$ cat config.mk
export PLATFORM = sky130hd
export DESIGN_NAME = example_mul_acc_pipe_flat
export DESIGN_NICKNAME = d
export VERILOG_FILES = /design/src/rtl/example_mul_acc_pipe_if.sv /design/src/rtl/example_mul_acc_pipe.sv /design/src/flat_wrapper.sv
export SDC_FILE = /design/constraint.sdc
export NUM_CORES = 1
export LEC_CHECK = 0
export BUFFER_PORTS_ARGS = -buffer_cell sky130_fd_sc_hd__buf_2
export CORE_UTILIZATION = 55
export CTS_CLUSTER_DIAMETER = 40
export DETAILED_ROUTE_END_ITERATION = 8
export HOLD_SLACK_MARGIN = 0.02
export PLACE_DENSITY = 0.83
export SLEW_MARGIN = 0
export SYNTH_ARGS = -nofsm -noshare
export SYNTH_HDL_FRONTEND = slang
export SYNTH_SLANG_ARGS = --single-unit
$ cat constraint.sdc
create_clock -name ap_clk -period 5.1 [get_ports ap_clk]
set_input_delay 0.51 -clock ap_clk [delete_from_list [all_inputs] [get_ports ap_clk]]
set_output_delay 0.51 -clock ap_clk [all_outputs]
set_load 0.005 [all_outputs]
$ cat src/rtl/example_mul_acc_pipe_if.sv
// rtl/example_mul_acc_pipe_if.sv - input/output beat handshake bundle for the multiply-accumulate pipe
interface example_mul_acc_pipe_if #(
  parameter int A_WIDTH   = 14,
  parameter int B_WIDTH   = 9,
  parameter int OUT_WIDTH = 21
);
  logic                 in_valid;
  logic                 in_ready;
  logic [A_WIDTH-1:0]   in_a;
  logic [B_WIDTH-1:0]   in_b;
  logic                 in_acc;
  logic                 in_first;
  logic                 in_last;
  logic                 out_valid;
  logic                 out_ready;
  logic [OUT_WIDTH-1:0] out_data;
  logic                 out_sat;

  modport master (
    output in_valid, in_a, in_b, in_acc, in_first, in_last, out_ready,
    input  in_ready, out_valid, out_data, out_sat
  );

  modport slave (
    input  in_valid, in_a, in_b, in_acc, in_first, in_last, out_ready,
    output in_ready, out_valid, out_data, out_sat
  );
endinterface

$ cat src/rtl/example_mul_acc_pipe.sv
// rtl/example_mul_acc_pipe.sv - pipelined signed x unsigned multiplier with framed wrapping accumulator
module example_mul_acc_pipe #(
  parameter int A_WIDTH   = 14,
  parameter int B_WIDTH   = 9,
  parameter int NUM_STAGE = 3,
  parameter int ACC_WIDTH = 32,
  parameter int OUT_WIDTH = 21,
  parameter int SATURATE  = 1
) (
  input  logic ap_clk,
  input  logic ap_rst_n,
  example_mul_acc_pipe_if.slave bus
);
  localparam int P_WIDTH = A_WIDTH + B_WIDTH;
  localparam logic [OUT_WIDTH-1:0] OUT_MIN = {1'b1, {(OUT_WIDTH-1){1'b0}}};
  localparam logic [OUT_WIDTH-1:0] OUT_MAX = ~OUT_MIN;

  logic                        en;
  logic                        out_valid_q;
  logic [OUT_WIDTH-1:0]        out_data_q;
  logic                        out_sat_q;
  logic signed [ACC_WIDTH-1:0] acc_r;

  logic signed [P_WIDTH-1:0]   a_ext;
  logic signed [P_WIDTH-1:0]   b_ext;
  logic signed [P_WIDTH-1:0]   prod;
  logic signed [ACC_WIDTH-1:0] p_in;

  logic signed [ACC_WIDTH-1:0] fin_p;
  logic                        fin_valid;
  logic                        fin_acc;
  logic                        fin_first;
  logic                        fin_last;

  assign en           = !out_valid_q || bus.out_ready;
  assign bus.in_ready = en;
  assign bus.out_valid = out_valid_q;
  assign bus.out_data  = out_data_q;
  assign bus.out_sat   = out_sat_q;

  // The product of a signed A-bit and an unsigned B-bit value always fits in A+B signed bits.
  assign a_ext = {{B_WIDTH{bus.in_a[A_WIDTH-1]}}, bus.in_a};
  assign b_ext = {{A_WIDTH{1'b0}}, bus.in_b};
  assign prod  = a_ext * b_ext;
  assign p_in  = ACC_WIDTH'(prod);

  generate
    if (NUM_STAGE > 1) begin : g_pipe
      localparam int D = NUM_STAGE - 1;
      logic signed [ACC_WIDTH-1:0] st_p [D];
      logic [D-1:0]                st_v;
      logic [D-1:0]                st_acc;
      logic [D-1:0]                st_first;
      logic [D-1:0]                st_last;

      always_ff @(posedge ap_clk or negedge ap_rst_n) begin
        if (!ap_rst_n) begin
          st_v     <= '0;
          st_acc   <= '0;
          st_first <= '0;
          st_last  <= '0;
          for (int i = 0; i < D; i++) st_p[i] <= '0;
        end else if (en) begin
          st_p[0]     <= p_in;
          st_v[0]     <= bus.in_valid;
          st_acc[0]   <= bus.in_acc;
          st_first[0] <= bus.in_first;
          st_last[0]  <= bus.in_last;
          for (int i = 1; i < D; i++) begin
            st_p[i]     <= st_p[i-1];
            st_v[i]     <= st_v[i-1];
            st_acc[i]   <= st_acc[i-1];
            st_first[i] <= st_first[i-1];
            st_last[i]  <= st_last[i-1];
          end
        end
      end

      assign fin_p     = st_p[D-1];
      assign fin_valid = st_v[D-1];
      assign fin_acc   = st_acc[D-1];
      assign fin_first = st_first[D-1];
      assign fin_last  = st_last[D-1];
    end else begin : g_direct
      assign fin_p     = p_in;
      assign fin_valid = bus.in_valid;
      assign fin_acc   = bus.in_acc;
      assign fin_first = bus.in_first;
      assign fin_last  = bus.in_last;
    end
  endgenerate

  logic signed [ACC_WIDTH-1:0] acc_sum;
  logic signed [ACC_WIDTH-1:0] res;
  logic signed [ACC_WIDTH-1:0] res_sext;
  logic [OUT_WIDTH-1:0]        res_trunc;
  logic                        res_fits;
  logic [OUT_WIDTH-1:0]        conv_data;
  logic                        emit;

  assign acc_sum   = fin_first ? fin_p : acc_r + fin_p;
  assign res       = fin_acc ? acc_sum : fin_p;
  assign res_trunc = res[OUT_WIDTH-1:0];
  assign res_sext  = ACC_WIDTH'($signed(res_trunc));
  // A value fits exactly when it survives truncation; that is also the clamp condition.
  assign res_fits  = (res == res_sext);
  assign conv_data = (SATURATE != 0 && !res_fits) ? (res[ACC_WIDTH-1] ? OUT_MIN : OUT_MAX)
                                                  : res_trunc;
  assign emit      = fin_valid && (!fin_acc || fin_last);

  always_ff @(posedge ap_clk or negedge ap_rst_n) begin
    if (!ap_rst_n) begin
      acc_r       <= '0;
      out_valid_q <= 1'b0;
      out_data_q  <= '0;
      out_sat_q   <= 1'b0;
    end else if (en) begin
      out_valid_q <= emit;
      if (fin_valid && fin_acc) acc_r <= acc_sum;
      if (emit) begin
        out_data_q <= conv_data;
        out_sat_q  <= !res_fits;
      end
    end
  end
endmodule

$ cat src/flat_wrapper.sv
// flat-port wrapper written by rule: the top's interface ports become plain ports
module example_mul_acc_pipe_flat 
#(
  parameter int A_WIDTH   = 14,
  parameter int B_WIDTH   = 9,
  parameter int NUM_STAGE = 3,
  parameter int ACC_WIDTH = 32,
  parameter int OUT_WIDTH = 21,
  parameter int SATURATE  = 1
)
  (ap_clk, ap_rst_n, bus_in_valid, bus_in_a, bus_in_b, bus_in_acc, bus_in_first, bus_in_last, bus_out_ready, bus_in_ready, bus_out_valid, bus_out_data, bus_out_sat);
  example_mul_acc_pipe_if #(.A_WIDTH(A_WIDTH), .B_WIDTH(B_WIDTH), .OUT_WIDTH(OUT_WIDTH)) bus_i ();
  input  logic ap_clk;
  input  logic ap_rst_n;
  input wire logic [$bits(bus_i.in_valid)-1:0] bus_in_valid;
  input wire logic [$bits(bus_i.in_a)-1:0] bus_in_a;
  input wire logic [$bits(bus_i.in_b)-1:0] bus_in_b;
  input wire logic [$bits(bus_i.in_acc)-1:0] bus_in_acc;
  input wire logic [$bits(bus_i.in_first)-1:0] bus_in_first;
  input wire logic [$bits(bus_i.in_last)-1:0] bus_in_last;
  input wire logic [$bits(bus_i.out_ready)-1:0] bus_out_ready;
  output wire logic [$bits(bus_i.in_ready)-1:0] bus_in_ready;
  output wire logic [$bits(bus_i.out_valid)-1:0] bus_out_valid;
  output wire logic [$bits(bus_i.out_data)-1:0] bus_out_data;
  output wire logic [$bits(bus_i.out_sat)-1:0] bus_out_sat;
  assign bus_i.in_valid = bus_in_valid;
  assign bus_i.in_a = bus_in_a;
  assign bus_i.in_b = bus_in_b;
  assign bus_i.in_acc = bus_in_acc;
  assign bus_i.in_first = bus_in_first;
  assign bus_i.in_last = bus_in_last;
  assign bus_i.out_ready = bus_out_ready;
  assign bus_in_ready = bus_i.in_ready;
  assign bus_out_valid = bus_i.out_valid;
  assign bus_out_data = bus_i.out_data;
  assign bus_out_sat = bus_i.out_sat;
  example_mul_acc_pipe #(.A_WIDTH(A_WIDTH), .B_WIDTH(B_WIDTH), .NUM_STAGE(NUM_STAGE), .ACC_WIDTH(ACC_WIDTH), .OUT_WIDTH(OUT_WIDTH), .SATURATE(SATURATE)) u_core (.ap_clk(ap_clk), .ap_rst_n(ap_rst_n), .bus(bus_i));
endmodule
-- Yosys cells after proc, flatten, opt, wreduce, memory -nomap -nowiden
Index checks and enable logic that the tools add are counted.
- add/subtract/negate cells: 1
- multipliers: 1
- equal/unequal tests: 1
- muxes and demuxes: 4
- reduce and logical (&&, ||, !) cells: 9
- operators with widths (operator ; count):
    $mux 32 ; 2
    $mux 21 ; 2
    $add 32x23->32 ; 1
    $mul 14x10->23 ; 1
    $eq 11x1->1 ; 1
    $reduce_and 2->1 ; 2
    $logic_not 1->1 ; 3
    $logic_and 1x1->1 ; 2
    $logic_or 1x1->1 ; 2
- register bits: 109

-- Depth between registers and ports, before layout
Gate-level depths: netlist of the first run.
- depth after elaboration: 5
- mapped depth: 23
- gate-level depth less buffers: 22

-- Worst setup path after synthesis of the first run
No wires, ideal clock.
- path kind: input to register
- start point: in bus_in_b[1]
- end point: reg u_core.g_pipe.st_p[54] (netlist name)
- data arrival time: 5.244 ns
- data required time: 4.978 ns
- path slack: -0.265 ns
- stages on the path: 21
- cell sequence: clkbuf_1 nand2_1 fa_1 inv_1 fa_1 inv_1 fa_1 inv_1 fa_1 inv_1 fa_1 inv_1 ha_1 nand2_1 o21ai_0 nand2_1 a211oi_1 o221ai_1 o2111ai_1 mux2i_1 nor2_1
- cells in the longest elaborated chain, start to end: 1
- ends and longest elaborated chain (element ; RTL line ; text):
    start, declared ; flat_wrapper.sv:17 ; input wire logic [$bits(bus_i.in_b)-1:0] bus_in_b;
    $mul 14x10->23 ; example_mul_acc_pipe.sv:44 ; assign prod = a_ext * b_ext;
No other way between the ends.
A chain may end at the register's enable or synchronous reset.

-- Worst setup path after layout of the first run
- start point: in bus_in_b[4]
- end point: reg u_core.g_pipe.st_p[53] in the netlist's numbering
- cells in the longest elaborated chain, start to end: 1
- ends and longest elaborated chain (element ; RTL line ; text):
    $mul 14x10->23 ; example_mul_acc_pipe.sv:44 ;
    end signal, assigned by index ; example_mul_acc_pipe.sv:70 ; st_p[i] <= st_p[i-1];
    end, declared ; example_mul_acc_pipe.sv:50 ; logic signed [ACC_WIDTH-1:0] st_p [D];
No other way between the ends.

==> results of run 1 <==
[critical path: cells and delay by family]
| family | cells | cell delay [ns] |
|---|---|---|
| AOI/OAI and AO/OA | 6 | 0.99 |
| buffers and inverters | 4 | 0.42 |
| and+or+nand+nor | 2 | 0.25 |
| xor gates and xnor gates | 1 | 0.15 |
| adders and majority gates | 6 | 2.81 |
[layout by cell type (no fill, tap or decap), types with 10 or more instances in the layout]
cell and count:
ha_1 79, a21oi_1 71, a211oi_1 18, xor2_1 19, nand2b_1 11, fa_1 106
buf_4 78, nand2_1 243, nor2_1 80, dfrtp_1 108, nand3_1 13, a21o_1 17
nor3_1 13, inv_1 141, o21ai_0 63, and2_1 62, xnor2_1 32, buf_2 47
o21a_1 10
[kinds of logic (layout without fill, tap and decap cells)]
logic type | count (synthesis) | count (layout) | share of synthesized area [%]
AOI/OAI and AO/OA | 271 | 271 | 16.3
adders and majority gates | 187 | 187 | 27.7
buffers and inverters | 206 | 286 | 7.09
and+or+nand+nor | 476 | 476 | 19.3
muxes | 16 | 16 | 1.49
xor gates and xnor gates | 51 | 51 | 3.94
DFF | 109 | 109 | 24.1
[sequential cells by signal (all words and copies together) (netlist names), 2 cells and up]
signal / flops
u_core.acc_r: 32
u_core.bus.out_data: 21
u_core.fin_p: 23
u_core.g_pipe.st_acc: 2
u_core.g_pipe.st_first: 2
u_core.g_pipe.st_last: 2
u_core.g_pipe.st_p: 23
u_core.g_pipe.st_v: 2
[path summary, 6_finish.rpt]
| kind | from | slack, ns | endpoint | cells after the start |
|---|---|---|---|---|
| setup / recovery | bus_in_b[4] | 0.19 | u_core.g_pipe.st_p[53]$_DFFE_PN0P_ | 19 |
| hold / removal | ap_rst_n | 0.23 | u_core.acc_r[28]$_DFFE_PN0P_ | 1 |
| setup reg to reg | u_core.fin_p[22]$_DFFE_PN0P_ | 0.88 | u_core.bus.out_data[0]$_DFFE_PN0P_ | 12 |
| hold reg to reg | u_core.g_pipe.st_first[0]$_DFFE_PN0P_ | 0.48 | u_core.g_pipe.st_first[0]$_DFFE_PN0P_ | 2 |
| max in group asynchronous | ap_rst_n | 3.78 | u_core.fin_p[10]$_DFFE_PN0P_ | 2 |
| min in group ap_clk | bus_in_first | 0.34 | u_core.g_pipe.st_first[0]$_DFFE_PN0P_ | 3 |
[layout make-up]
cell class / count / share of cell area, %
inverter: 142 / 4.21
timing repair buffer: 128 / 6.73
clock inverter: 7 / 0.702
tap: 270 / 2.67
sequential: 109 / 21.6
multi-input combinational: 1001 / 62.3
clock buffer: 9 / 1.78
[repair_timing]
action | in CTS | in global routing
gates resized for setup | 0 | 23
endpoints found under the setup margin | 0 | 7
buffers inserted | 0 | 0
hold endpoints to repair | 0 | 0
[stage by stage]
| step | hold slack, ns | area, um^2 | power, W |
|---|---|---|---|
| after floorplan | 0.214 | 11400 | 0.00674 |
| after global placement | 0.450 | 12300 | 0.00823 |
| after detailed placement | 0.456 | 12300 | 0.00851 |
| after CTS | 0.291 | 12600 | 0.00928 |
| after global routing | 0.346 | 12600 | 0.0104 |
| final | 0.234 | 12600 | 0.00944 |
[layer usage]
metal / track usage [%] / vias to the layer above / routed length, um
li1: - / 4536 / -
met1: 33.5 / 4533 / 11600
met2: 45.4 / 234 / 13000
met3: 1.91 / 37 / 951
met4: 7.11 / 0 / 533
met5: 0 / - / 0
[power by group through the flow]
stage                     clock network, W  registers (W)  logic (W)
after floorplan                          0        0.00155    0.00519
after global placement                   0        0.00169    0.00654
after detailed placement                 0        0.00171    0.00680
after CTS                         0.000740        0.00169    0.00685
after global routing              0.000769        0.00176    0.00785
final                             0.000731        0.00171    0.00700
==> summary.md, run 1 <==
| Metric | Value |
|---|---|
| Non-Filler Instances | 1666 |
| Required time of the critical path | 5.34 ns |
| Layout overhead on the synthesized area | 11.7% |
| Gp weighted congestion | 0.930 |
| First-pass GRT wire length | ~44000 um |
| Least-Margin Pin Slew | 0.872 ns |
| Detailed Route Iter0 Violations | between 500 and 600 |
| Register area | 0.00273 mm^2 |
| Synthesis warning total | 0 |
| Primary FF master, synth | dfrtp_1 |
| Clk slew on worst S/H paths | roughly 0.09 ns |
| Sw Ratio | 49.6% |
| Total congestion overflow | 0 |
| Leakage power | 6.36 nW |
| Crit-path most repeated cell | fa_1 |
| TritonRoute pass-1 iters | 5 |
| Clk buf depth | 2 |
| Power Density | 746 mW/mm^2 |
| Final min period | around 4.9 ns |
| Net Count, Synth | 1533 |
| Avg Inst Size Synth | 8.60 um^2 |
| Max VDD drop | 0.000313 V |
| Final Max Slew Viols | 0 |
| Top cells by area, synth | dfrtp_1 (24%), fa_1 (19%), ha_1 (9.0%), nand2_1 (8.2%), inv_1 (4.7%) |
| Post-DP HPWL | 20400 um |
| Max-Cap Viols | 0 |
| Slew HR | 41.8% |
| Die Area | 0.0212 mm^2 |
| Gr usage total | 25.5% |
| Critical Path AT | between 5 and 6 ns |
| Flops & latches, synth | 109 |
| Post-synth top area cell | dfrtp_1 |
| Hold_buf cts | 0 |
| Largest net degree at the start of global routing | 69 |
| Via count | 9340 |
| Share of the synthesized area in the top cell type | 24.1% |
| Cell-internal power | 0.00475 W |
| Core ar. | 0.0202 mm^2 |
| Share of cells above drive strength 1 | 14.5% |
| Post-layout net count | 1608 |
| Unique cell type count in the Yosys netlist | 77 |
| Clk pwr share | between 7 and 8% |
| CP max stage cell | fa_1 |
| Sequential share of power | a little under a fifth |
| Ant diodes | 0 |
| Count leader, synth | nand2_1 |
| DRC violations left | 0 |
| Finish-stage setup viols | 0 |
| Worst-path fanout max | 8 |
| Post-route ant nets | 0 |
| Clock Tree Root | clkbuf_16 |
| Period Utilization, post-route | 96.3% |
| Die H | 145 um |
| # clock sinks | 109 |
| H-tree depth | 3 |
| Final worst slack | around 0.19 ns |
| Worst Path Class, Setup | input port to flip-flop |
| Fin Setup TNS | 0 ns |
| Syn Std Cell Area | 0.0113 mm^2 |
| Wirelength per Cell | 15.7 um |
| Num rows | between 50 and 60 |
| Setup WS pre-CTS | -0.291 ns |
| Worst skew pair latency | roughly 0.37 ns |
| Status | finished clean |
| EDFF count, synth | 0 |
| # placed instances | 1650 |
| Boundary Pins | 54 |
| Largest stage delay, worst path | 0.57 ns |
| Max Fclk | 0.204 GHz |
| Asr flop ratio synth | between 90% and 100% |
| Sw power | 0.00469 W |
| Initial antenna violation count | 0 |
| CTS tree | done |
| CP Capture Type | flip-flop |
| Final Hold Fails | 0 |
| Synth cell count leaders | nand2_1 (246), inv_1 (142), dfrtp_1 (109) |
| Hold crit path type | input port to asynchronous set/reset pin |
| Die Wd | 145 um |
| Seq/Total Area, Yosys | between 20% and 30% |
| Clock skew | 0.0111 ns |
| Crit start category | input port |
| Final WL | 26100 um |
| Crit-path cells | buf_2, buf_4, and2_1, fa_1, fa_1, fa_1, fa_1, inv_1, fa_1, inv_1, ha_1, o21ai_1, nand2b_1, a21oi_2, o21ai_1, a211o_1, a31oi_2, xor2_1, o21ai_0 |
| Multi-input logic area | roughly 0.008 mm^2 |
| Post-synthesis cell count | 1316 |
| Vias/cell | ~5.6 |
| # fillers | 1738 |
| Vias in the first global route | about 9400 |
| Initial core utilization | 56.0% |
| Util after Layout | between 60% and 70% |
| # port buffers | 53 |
| CTS buffer count | 9 |
| Logic gate share of total power | 74.2% |
No activity file was read; power rests on OpenSTA's default activity.
==> run 2: changes to the inputs <==
Settings changed: BUFFER_PORTS_ARGS -buffer_cell sky130_fd_sc_hd__buf_2 to -buffer_cell sky130_fd_sc_hd__buf_4, PLACE_DENSITY 0.83 to 0.7.
==> run 2 against run 1 <==
Net effect:
- routed wire length shrank 2.0%
- sequential power is essentially flat
- worst setup slack gained 0.059 ns
- worst hold slack gained 0.0028 ns
- critical endpoint is now u_core.g_pipe.st_p[54]$_DFFE_PN0P_
==> summary.md, run 2 (same netlist as run 1, synthesis figures left out) <==
| Metric | Value |
|---|---|
| Initial core utilization | 56.0% (unchanged) |
| Least-Margin Pin Slew | 0.843 ns (-0.0286 ns) |
| Finish-stage setup viols | 0 (unchanged) |
| Worst skew pair latency | 0.36 ns (about the same) |
| CP Capture Type | flip-flop |
| Finished layout cell area | 0.0127 mm^2 (+0.58%) |
| Max Fclk | 0.206 GHz (+1.2%) |
| Final worst slack | 0.250 ns (+0.0590 ns) |
| Logic gate share of total power | 73.8% (-0.4 points) |
| Clk slew on worst S/H paths | 0.09 ns (about the same) |
| Required time of the critical path | 5.36 ns (+0.02 ns) |
| Post-DP HPWL | 20300 um (-0.38%) |
| Multi-input logic area | 0.00787 mm^2 (-0.16%) |
| Vias/cell | 5.48 (-2.3%) |
| Setup WS pre-CTS | -0.199 ns (+0.0927 ns) |
| # port buffers | 53 (unchanged) |
| Total congestion overflow | 0 (unchanged) |
| Share of cells above drive strength 1 | 13.8% (-0.71 points) |
| Clk pwr share | 8.3% (+0.6 points) |
| Crit start category | input port |
| Hold crit path type | input port to asynchronous set/reset pin |
| Clk buf depth | 2 (unchanged) |
| Worst-path fanout max | 9 (+1) |
| CP max stage cell | fa_1 |
| Power Total | 0.00943 W (about the same) |
| Detailed Route Iter0 Violations | 384 (-33%) |
| Final WL | 25600 um (-2.0%) |
| Final Hold Fails | 0 (unchanged) |
| Post-CTS Resized | 0 (unchanged) |
| # fillers | 1776 (+2.2%) |
| Sw Ratio | 48.8% (-0.89 points) |
| Die Wd | 145 um (unchanged) |
| Hold_buf cts | 0 (unchanged) |
| Largest stage delay, worst path | 0.54 ns (-0.03 ns) |
| Core ar. | 0.0202 mm^2 (unchanged) |
| Post-route ant nets | 0 (unchanged) |
| Cell-internal power | 0.00483 W (+1.7%) |
| Status | finished clean |
| Sequential share of power | 17.9% (-0.2 points) |
| Power Density | 741 mW/mm^2 (-0.65%) |
| TritonRoute pass-1 iters | 6 (+1) |
| Clock Tree Root | clkbuf_16 |
| Reg2reg start | u_core.fin_p[22]$_DFFE_PN0P_ |
| Gp weighted congestion | 0.900 (-3.2%) |
| Reg2reg end | u_core.bus.out_data[11]$_DFFE_PN0P_ |
| Commonest non-fill, non-tap cell in the layout | nand2_1 |
| Sw power | 0.00460 W (-1.9%) |
| Leakage power | 6.37 nW (+0.18%) |
| Initial antenna violation count | 0 (unchanged) |
| Layout overhead on the synthesized area | 12.3% |
| Post-CTS setup buffer count | 0 (unchanged) |
| Post-layout net count | 1600 (-0.50%) |
| Die Area | 0.0212 mm^2 (unchanged) |
| Vias in the first global route | 9155 (-2.8%) |
| Slew HR | 43.7% (+1.9 points) |
| Util after Layout | 62.9% (+0.36 points) |
| Wirelength per Cell | 15.4 um (-1.5%) |
| Max VDD drop | 0.000325 V (+3.8%) |
| Clock skew | 0.0127 ns (+0.00160 ns) |
| Cells on worst reg2reg path | 12 (unchanged) |
| Max-Cap Viols | 0 (unchanged) |
| Period Utilization, post-route | 95.1% (-1.2 points) |
| Register area | 0.00273 mm^2 (unchanged) |
| R2R setup slack | 0.89 ns (about the same) |
| CTS buffer count | 9 (unchanged) |
| Fin Setup TNS | 0 ns (unchanged) |
| Boundary Pins | 54 (unchanged) |
| Num rows | 52 (unchanged) |
| Largest register by flop count | u_core.acc_r |
| Gr usage total | 25.3% (-0.14 points) |
| Worst Path Class, Setup | input port to flip-flop |
| Ant diodes | 0 (unchanged) |
| Final Max Slew Viols | 0 (unchanged) |
| DRC violations left | 0 (unchanged) |
| Crit-path cells | buf_4, nand2_1, fa_1, inv_1, fa_1, inv_1, fa_1, inv_1, fa_1, inv_1, fa_1, inv_1, ha_4, nand2_1, o21ai_2, nand2_2, a211oi_4, o221ai_2, o2111ai_2, mux2i_1, nor2_1 |
| # clock sinks | 109 (unchanged) |
| Most frequent cells in the layout | nand2_1 (245), inv_1 (141), buf_4 (119) |
| Max FFs per register | 32 (unchanged) |
| H-tree depth | 3 (unchanged) |
| Die H | 145 um (unchanged) |
| Final min period | 4.85 ns (-0.0590 ns) |
| Placed cell area | 0.0123 mm^2 (+0.67%) |
| Via count | 9086 (-2.7%) |
| Critical Path AT | 5.11 ns (-0.03 ns) |
| First-pass GRT wire length | 43900 um (-0.78%) |
| CTS tree | done |
| Largest net degree at the start of global routing | 68 (-1.4%) |
-- run 2: changes by cell type in the layout (fill, tap and decap cells not counted), sizes merged --
cell / change
buf: -7
bufinv: +1
clkbuf: -1
clkinv: -1
-- run 2: worst max-delay path by stage --
stage,to,startpoint
global placement,u_core.g_pipe.st_p[54]$_DFFE_PN0P_,bus_in_b[1]
CTS,u_core.g_pipe.st_p[54]$_DFFE_PN0P_,bus_in_b[1]
detailed placement,u_core.g_pipe.st_p[52]$_DFFE_PN0P_,bus_in_b[1]
global route,u_core.g_pipe.st_p[54]$_DFFE_PN0P_,bus_in_b[1]
floorplan,u_core.g_pipe.st_p[53]$_DFFE_PN0P_,bus_in_b[1]
finish,u_core.g_pipe.st_p[54]$_DFFE_PN0P_,bus_in_b[1]
-- run 2: layout make-up --
type	instances	share of cell area, %
sequential	109	21.5
timing repair buffer	120	7.18
clock inverter	7	0.885
tap	270	2.66
multi-input combinational	1001	61.9
inverter	142	4.19
clock buffer	9	1.77
-- run 2: per-stage QoR --
stage | hold WS [ns] | cells
after global placement | 0.448 | 1642
after floorplan | 0.214 | 1316
after CTS | 0.273 | 1658
after global routing | 0.320 | 1658
after detailed placement | 0.451 | 1642
final | 0.237 | 1658
-- run 2: metal layers --
layer	share of wire [%]	routed length (um)	global-route usage (%)
met1	46	11800	33.9
met2	49	12600	44.4
met3	2.9	748	2.01
met4	1.7	431	6.84
met5	0	0	0
-- run 2: power groups by stage --
stage / combinational [W] / sequential [W] / clock [W]
finish: 0.00696 / 0.00169 / 0.000786
global route: 0.00788 / 0.00175 / 0.000825
CTS: 0.00685 / 0.00168 / 0.000791
detailed placement: 0.00681 / 0.00170 / 0
global placement: 0.00667 / 0.00168 / 0
floorplan: 0.00519 / 0.00155 / 0
-- run 2: critical path, delay by kind of cell --
| family | cells | cell delay [ns] |
|---|---|---|
| AOI/OAI and AO/OA | 4 | 0.84 |
| adders and majority gates | 6 | 2.83 |
| buffers and inverters | 6 | 0.41 |
| muxes | 1 | 0.20 |
| and+or+nand+nor | 4 | 0.32 |
